===== src/rtl/nav_controller.sv =====
// Obstacle-avoidance decision stage: debounces three obstacle sensors and drives the wheel code.
// Define NAV_TIMEOUT_EN to add the BLOCKED dwell timeout with an escape U-turn.
module nav_controller #(
  parameter int DEBOUNCE_CYCLES = 16,
  parameter int TURN_CYCLES     = 1000,
  parameter int TIMEOUT_CYCLES  = 5000
) (
  input  logic       clk,
  input  logic       rst_n,
  input  logic       go,
  input  logic       halt,
  input  logic       obs_left,
  input  logic       obs_front,
  input  logic       obs_right,
  output logic [1:0] state,
  output logic       busy,
  output logic       blocked
);

  typedef enum logic [2:0] {
    S_IDLE,
    S_FORWARD,
    S_TURN_L,
    S_TURN_R,
    S_BLOCKED
  } fsm_t;

  typedef enum logic [1:0] {
    W_FORWARD = 2'b00,
    W_RIGHT   = 2'b01,
    W_LEFT    = 2'b10,
    W_STOP    = 2'b11
  } wheel_t;

  if (DEBOUNCE_CYCLES < 1 || TURN_CYCLES < 1 || TIMEOUT_CYCLES < 1) begin : g_bad_params
    $error("nav_controller: cycle parameters must be >= 1");
  end

  localparam int DB_W = $clog2(DEBOUNCE_CYCLES + 1);
  localparam logic [DB_W-1:0] DB_LAST = DB_W'(DEBOUNCE_CYCLES - 1);

`ifdef NAV_TIMEOUT_EN
  localparam int TURN_MAX = 2 * TURN_CYCLES;
`else
  localparam int TURN_MAX = TURN_CYCLES;
`endif
  localparam int TURN_W = $clog2(TURN_MAX + 1);
  localparam logic [TURN_W-1:0] TURN_LOAD = TURN_W'(TURN_CYCLES - 1);

`ifdef NAV_TIMEOUT_EN
  localparam int DWELL_W = $clog2(TIMEOUT_CYCLES + 1);
  localparam logic [DWELL_W-1:0] DWELL_LAST = DWELL_W'(TIMEOUT_CYCLES - 1);
  localparam logic [TURN_W-1:0]  UTURN_LOAD = TURN_W'(2 * TURN_CYCLES - 1);
`endif

  // Sensor bit order throughout: [2]=left, [1]=front, [0]=right.
  logic [2:0]      sync1_q, sync1_d;
  logic [2:0]      sync2_q, sync2_d;
  logic [2:0]      db_q, db_d;
  logic [DB_W-1:0] db_cnt_q [3];
  logic [DB_W-1:0] db_cnt_d [3];

  always_comb begin
    // NOTE: every always_comb output gets a default first, so no path can infer a latch.
    sync1_d = {obs_left, obs_front, obs_right};
    sync2_d = sync1_q;
    db_d    = db_q;
    for (int i = 0; i < 3; i++) begin
      db_cnt_d[i] = '0;
      if (sync2_q[i] != db_q[i]) begin
        // The counter is cleared on acceptance, so it can never run past DB_LAST.
        if (db_cnt_q[i] == DB_LAST) begin
          db_d[i] = sync2_q[i];
        end else begin
          db_cnt_d[i] = db_cnt_q[i] + DB_W'(1);
        end
      end
    end
  end

  always_ff @(posedge clk or negedge rst_n) begin
    if (!rst_n) begin
      sync1_q <= '0;
      sync2_q <= '0;
      db_q    <= '0;
      for (int i = 0; i < 3; i++) db_cnt_q[i] <= '0;
    end else begin
      // NOTE: sequential state uses non-blocking assignments so every flop samples pre-edge values.
      sync1_q <= sync1_d;
      sync2_q <= sync2_d;
      db_q    <= db_d;
      for (int i = 0; i < 3; i++) db_cnt_q[i] <= db_cnt_d[i];
    end
  end

  logic left_db, front_db, right_db;
  assign left_db  = db_q[2];
  assign front_db = db_q[1];
  assign right_db = db_q[0];

  fsm_t              fsm_q, fsm_d;
  logic [TURN_W-1:0] turn_cnt_q, turn_cnt_d;
  wheel_t            wheel_q, wheel_d;
  logic              busy_q, busy_d;
  logic              blocked_q, blocked_d;
`ifdef NAV_TIMEOUT_EN
  logic [DWELL_W-1:0] dwell_q, dwell_d;
`endif

  always_comb begin
    fsm_d      = fsm_q;
    turn_cnt_d = turn_cnt_q;
`ifdef NAV_TIMEOUT_EN
    dwell_d    = dwell_q;
`endif
    if (halt) begin
      fsm_d      = S_IDLE;
      turn_cnt_d = '0;
`ifdef NAV_TIMEOUT_EN
      dwell_d    = '0;
`endif
    end else begin
      case (fsm_q)
        S_IDLE: if (go) fsm_d = S_FORWARD;
        S_FORWARD: begin
          if (front_db) begin
            if (!left_db) begin
              fsm_d      = S_TURN_L;
              turn_cnt_d = TURN_LOAD;
            end else if (!right_db) begin
              fsm_d      = S_TURN_R;
              turn_cnt_d = TURN_LOAD;
            end else begin
              fsm_d = S_BLOCKED;
`ifdef NAV_TIMEOUT_EN
              dwell_d = '0;
`endif
            end
          end
        end
        S_TURN_L, S_TURN_R: begin
          // Loaded with length-1 at entry; the zero cycle is the last one spent turning.
          if (turn_cnt_q == '0) fsm_d = S_FORWARD;
          else turn_cnt_d = turn_cnt_q - TURN_W'(1);
        end
        S_BLOCKED: begin
          if (!front_db) begin
            fsm_d = S_FORWARD;
`ifdef NAV_TIMEOUT_EN
          end else if (dwell_q == DWELL_LAST) begin
            fsm_d      = S_TURN_R;
            turn_cnt_d = UTURN_LOAD;
            dwell_d    = '0;
          end else begin
            dwell_d = dwell_q + DWELL_W'(1);
`endif
          end
        end
        default: fsm_d = S_IDLE;
      endcase
    end

    // Outputs are decoded from the next state and registered alongside it.
    case (fsm_d)
      S_FORWARD: wheel_d = W_FORWARD;
      S_TURN_L:  wheel_d = W_LEFT;
      S_TURN_R:  wheel_d = W_RIGHT;
      default:   wheel_d = W_STOP;
    endcase
    busy_d    = (fsm_d != S_IDLE);
    blocked_d = (fsm_d == S_BLOCKED);
  end

  always_ff @(posedge clk or negedge rst_n) begin
    if (!rst_n) begin
      fsm_q      <= S_IDLE;
      turn_cnt_q <= '0;
      wheel_q    <= W_STOP;
      busy_q     <= 1'b0;
      blocked_q  <= 1'b0;
`ifdef NAV_TIMEOUT_EN
      dwell_q    <= '0;
`endif
    end else begin
      fsm_q      <= fsm_d;
      turn_cnt_q <= turn_cnt_d;
      wheel_q    <= wheel_d;
      busy_q     <= busy_d;
      blocked_q  <= blocked_d;
`ifdef NAV_TIMEOUT_EN
      dwell_q    <= dwell_d;
`endif
    end
  end

  assign state   = wheel_q;
  assign busy    = busy_q;
  assign blocked = blocked_q;

endmodule


===== config.mk =====
export PLATFORM = sky130hd
export DESIGN_NAME = nav_controller
export DESIGN_NICKNAME = d
export VERILOG_FILES = /design/src/rtl/nav_controller.sv
export SDC_FILE = /design/constraint.sdc
export NUM_CORES = 1
export LEC_CHECK = 0
export CAP_MARGIN = 20
export CORE_ASPECT_RATIO = 1.75
export CORE_MARGIN = 8
export CORE_UTILIZATION = 30
export CTS_BUF_LIST = sky130_fd_sc_hd__clkbuf_16
export CTS_CLUSTER_DIAMETER = 120
export CTS_CLUSTER_SIZE = 40
export DETAILED_ROUTE_END_ITERATION = 16
export GPL_ROUTABILITY_DRIVEN = 0
export PLACE_DENSITY_LB_ADDON = 0.25
export SLEW_MARGIN = 20
export SYNTH_ARGS = -nofsm -noshare
export SYNTH_HDL_FRONTEND = slang
export SYNTH_SLANG_ARGS = --single-unit
export TNS_END_PERCENT = 30

===== constraint.sdc =====
create_clock -name clk -period 2.2 [get_ports clk]
set_input_delay 0.33 -clock clk [delete_from_list [all_inputs] [get_ports clk]]
set_output_delay 0.33 -clock clk [all_outputs]
set_load 0.01 [all_outputs]

==> impl_metrics.yaml, run 1 <==
die:
  initial_core_util_pct: 31.1
  ios: 11
  std_cell_rows: 37
  die_width_um: 75.0
  fp.dieH_um: 119
  core_sq_um: 5880
  die_area_sq_um: 8950
synthesis:
  syn_nets: 176
  synth_edf_count: 0
  yosys-top-cells-count: "dfrtp_1, nor2_1, xor2_1, nand3_1, nor2b_1"
  yosysMostFrequentCell: "dfrtp_1"
  synth.area.top_cells: "dfrtp_1, xor2_1, nor2_1"
  async_flop_share_pct: 100
  ys_seq_elements: 41
  syn_avg_cell_area_sq_um: 11.1
  yosys.area.top_type: "dfrtp_1"
  seq_area_frac_synth_pct: 56.2
  synth_top_area_share_pct: 53.4
  synth_warnings: 0
  synth_area_sq_um: 1830
  ys_types: 31
  synth_ff_type: "dfrtp_1"
  netlist_instances: 165
detailed_routing:
  num_vias: 1227
  drt_wl_total_um: 3270
  wl_per_cell_um: 12.6
  via_per_inst: 4.72
  firstDrtPassIters: 4
  wl_met2_um: 1740
  dr_wl_met3_um: 156
  antenna_left: 0
  drc_errors: 0
  wl_met1_um: 1270
  top_layer: "met4"
  drtIter0Drc: 49
timing:
  fin_crit_ps: 1980
  finalCritPeriodShare_pct: 90.0
  hold_violations: 0
  fmax_mhz: 505
  tightest_slew_ps: 519
  rsz0062_at_grt: "no"
  setup_viol: 0
  maxSlewViolCount: 0
  fin_skew_ps: 5.80
  finalSetupTns_ps: 0
  relSlewSlack_pct: 65.4
clock_tree:
  htreeDepth: 2
  cts_resized: 0
  root_buffer: "clkbuf_16"
  path_clk_slew_ps: 60
  ctsHoldBuffers: 0
  cts_setup_buffers: 0
  clk_latency_ps: 280
  cts_buffer_depth: 2
  cts_sinks: 41
  cts_tree: "built"
  cts_made_buffers: 5
placement:
  dp_hpwl_um: 2420
  portBuffers: 10
grt:
  antenna_found_initial: 0
  grt_max_degree: 42
  grt_pass1_vias: 1303
  grt_overflow: 0
  grt_pass1_wl_um: 5840
  grt.total_usage_pct: 8.45
finish:
  area_growth_pct: 19.6
  nets: 192
  diodes: 0
  drive_above_1_share_pct: 12.1
setup_path:
  cp_max_fo: 7
  crit_path_end_kind: "register"
  critical_path_required_ps: 2350
  cp_data_arrival_time_ps: 2130
  slowest_delay_ps: 410
  cp_slowest_cell: "dfrtp_1"
  crit_chain: "inv_1, ha_1, nor4b_4, a31oi_2, or2_1, a21oi_1, a311oi_1"
  path_class: "reg -> reg"
  start_kind: "register"
job:
  drv_cap: 0
pwr:
  peakVddDrop_mv: 0.363
  p_total_mw: 1.69
  leakage_nw: 1.03
  power.density_nw_per_um2: 771
worst_hold_path:
  hold_class: "in -> async"
run_status:
  outcome: "finished, final reports clean"
-- metal layers --
metal,global-route usage (%),vias up
li1,-,601
met1,8.92,596
met2,14.1,19
met3,2.44,11
met4,4.94,0
met5,0,-
-- stage by stage --
stage               cell area (sq um)  hold WS [ps]  instances  setup slack (ps)  util [%]
floorplan                        1830          34.4        165               424         -
CTS                              2190           128        260               225      37.2
global placement                 2020           337        252               295      34.4
global route                     2190           162        260              28.8      37.2
detailed placement               2020           336        252               222      34.4
finish                           2190           107        260               219      37.2
-- layout by cell type (no fill, tap or decap), types with 6 or more instances in the layout --
master / n
dfrtp_1: 39
nor2_1: 22
xor2_1: 12
clkdlybuf4s50_1: 9
nor2b_1: 8
nand3_1: 8
o21ai_0: 7
nor3_1: 7
and3_1: 6
a311oi_1: 6
-- worst max-delay path, delay by kind of cell, from the launching register on --
kind                       cells  cell delay [ps]
adders and majority gates      1              240
buffers and inverters          1               70
and+or+nand+nor                2              680
DFF                            1              410
AOI/OAI and AO/OA              3              460
-- path summary, 6_finish.rpt --
check                         startpoint  slack (ps)       endpoint  cells past startpoint
setup / recovery           turn_cnt_q[0]         220  turn_cnt_q[7]                      7
min in group clk              sync1_q[1]         350     sync2_q[1]                      0
setup reg to reg           turn_cnt_q[0]         220  turn_cnt_q[7]                      7
hold / removal                     rst_n         110    db_cnt_q[0]                      2
hold reg to reg               sync1_q[1]         350     sync2_q[1]                      0
max in group asynchronous          rst_n        1710       state[0]                      2
-- layout make-up --
type	count	area [sq um]
Clock inverter	3	41.3
Sequential cell	41	1030
Multi-Input combinational cell	115	758
Timing Repair Buffer	13	118
Clock buffer	5	125
Inverter	5	18.8
Tap cell	78	97.6
Fill cell	595	3690
-- registers in the layout, indices dropped and copies added, names as in the netlist --
| register | flops |
|---|---|
| db_q | 3 |
| sync2_q | 3 |
| fsm_q | 3 |
| blocked | 1 |
| state | 2 |
| db_cnt_q | 15 |
| turn_cnt_q | 10 |
| sync1_q | 3 |
| busy | 1 |
-- cell families (layout without fill, tap and decap cells) --
logic type | Yosys count | count (layout) | synth area share, %
buffers and inverters | 9 | 26 | 2.33
adders and majority gates | 4 | 4 | 2.74
and+or+nand+nor | 69 | 69 | 20.0
xor gates and xnor gates | 13 | 13 | 6.63
AOI/OAI and AO/OA | 24 | 24 | 8.96
muxes | 5 | 5 | 3.08
DFF | 41 | 41 | 56.2
-- power breakdown --
part	switching, mW	internal (mW)
logic	0.0449	0.0397
registers	0.0144	0.782
clock network	0.276	0.530
total	0.335	1.35
(Power assumes the default switching activity.)
==> inputs of run 2 (changes only) <==
CORE_UTILIZATION = 58   (was 30)
==> run 2 against run 1 <==
Net effect:
- worst hold slack better by 240 ps
- critical path depth unchanged
- register-to-register slack worse by 20 ps
- worst setup slack worse by 18 ps
- cell area down 3.1%
- critical endpoint is now turn_cnt_q[6]
==> impl_metrics.yaml, run 2 (synthesis results as in run 1) <==
finish:
  fillCellCount: 238
  nets: 193
  largest_reg_flops: 15
  layout_commonest_cell: "dfrtp_1"
  drive_above_1_share_pct: 11.0
  fin_util_pct: 68.9
  reg_top3: "db_cnt_q x15, turn_cnt_q x10"
  most-common-layout-cells: "dfrtp_1, nor2_1, xor2_1, clkdlybuf4s50_1"
  area_growth_pct: 15.9
  top_register: "db_cnt_q"
  diodes: 0
timing:
  rsz0062_at_grt: "no"
  fmax_mhz: 500
  tightest_slew_ps: 417
  fin_crit_ps: 2000
  finalSetupTns_ps: 0
  hold_ws_ps: 349
  fin_skew_ps: 2.74
  setup_viol: 0
  maxSlewViolCount: 0
  hold_violations: 0
  finalCritPeriodShare_pct: 90.8
  relSlewSlack_pct: 72.0
setup_path:
  start_kind: "register"
  r2r_setup_slack_ps: 200
  critical_path_required_ps: 2350
  cp_max_fo: 7
  cp_data_arrival_time_ps: 2150
  path_class: "reg -> reg"
  crit_path_end_kind: "register"
pwr:
  switching_share_pct: 20.5
  comb_power_share_pct: 5.7
  peakVddDrop_mv: 0.446
  p_int_mw: 1.23
  leakage_nw: 1.02
  pwr-share-clk_pct: 42.6
  power.density_nw_per_um2: 728
  power_frac_seq_pct: 51.6
  p_switching_mw: 0.316
detailed_routing:
  antenna_left: 0
  via_per_inst: 5.57
  drc_errors: 0
  wl_per_cell_um: 15.1
  drtIter0Drc: 25
  firstDrtPassIters: 4
  drt_wl_total_um: 3400
  num_vias: 1254
grt:
  grt_max_degree: 25
  antenna_found_initial: 0
  grt.total_usage_pct: 14.6
  grt_pass1_wl_um: 5920
  grt_overflow: 0
  grt_pass1_vias: 1317
clock_tree:
  ctsHoldBuffers: 1
  htreeDepth: 2
  root_buffer: "clkbuf_16"
  cts_setup_buffers: 0
  clk_latency_ps: 270
  cts_made_buffers: 5
  cts_sinks: 41
  cts_tree: "built"
  cts_buffer_depth: 2
  path_clk_slew_ps: 50
  cts_resized: 0
die:
  std_cell_rows: 27
  die_width_um: 58.5
  fp.dieH_um: 90.3
  initial_core_util_pct: 59.5
  ios: 11
  core_sq_um: 3070
  die_area_sq_um: 5280
placement:
  portBuffers: 10
  dp_hpwl_um: 2420
run_status:
  outcome: "finished, final reports clean"
worst_hold_path:
  hold_class: "reg -> reg"
job:
  drv_cap: 0
==> run 2: critical path: stages (launching register included) <==
cell and delay (ps):
dfrtp_1 410, inv_1 70, ha_1 240, nor4b_4 340, a31oi_2 230, or2_1 360
a21oi_1 170, a311oi_1 60
==> run 2: worst paths after layout <==
kind | startpoint | to | cells past startpoint
hold / removal | sync1_q[0] | sync2_q[0] | 0
setup / recovery | turn_cnt_q[0] | turn_cnt_q[6] | 7
max in group asynchronous | rst_n | state[1] | 3
setup reg to reg | turn_cnt_q[0] | turn_cnt_q[6] | 7
min in group asynchronous | rst_n | db_cnt_q[12] | 2
hold reg to reg | sync1_q[0] | sync2_q[0] | 0
==> run 2: metrics by stage <==
stage	power [mW]	setup WS [ps]	std cells	cell area [sq um]
global placement	0.892	347	217	1980
detailed placement	0.899	239	217	1980
CTS	1.56	217	225	2120
finish	1.54	201	225	2120
floorplan	0.848	424	165	1830
global route	1.61	37.4	225	2120
==> run 2: cell type report <==
class	instances	area (sq um)	area share, %
Sequential cell	41	1030	48.5
Multi-Input combinational cell	115	758	35.8
Timing Repair Buffer	14	128	6.02
Clock buffer	5	125	5.90
Tap cell	43	53.8	2.54
Inverter	5	18.8	0.885
Clock inverter	2	7.51	0.354
==> run 2: metal layers <==
| layer | vias to the layer above | GRT usage (%) | routed length, um |
|---|---|---|---|
| met4 | 0 | 8.64 | 134 |
| met3 | 10 | 3.99 | 116 |
| met2 | 31 | 24.5 | 1890 |
| li1 | 600 | - | - |
| met5 | - | 0 | 0 |
| met1 | 613 | 15.5 | 1270 |
==> run 2: power by group through the flow <==
stage	combinational, mW	sequential (mW)	clock [mW]
finish	0.0886	0.797	0.658
floorplan	0.0390	0.809	0
detailed placement	0.0878	0.811	0
CTS	0.0919	0.798	0.674
global route	0.101	0.801	0.704
global placement	0.0834	0.809	0
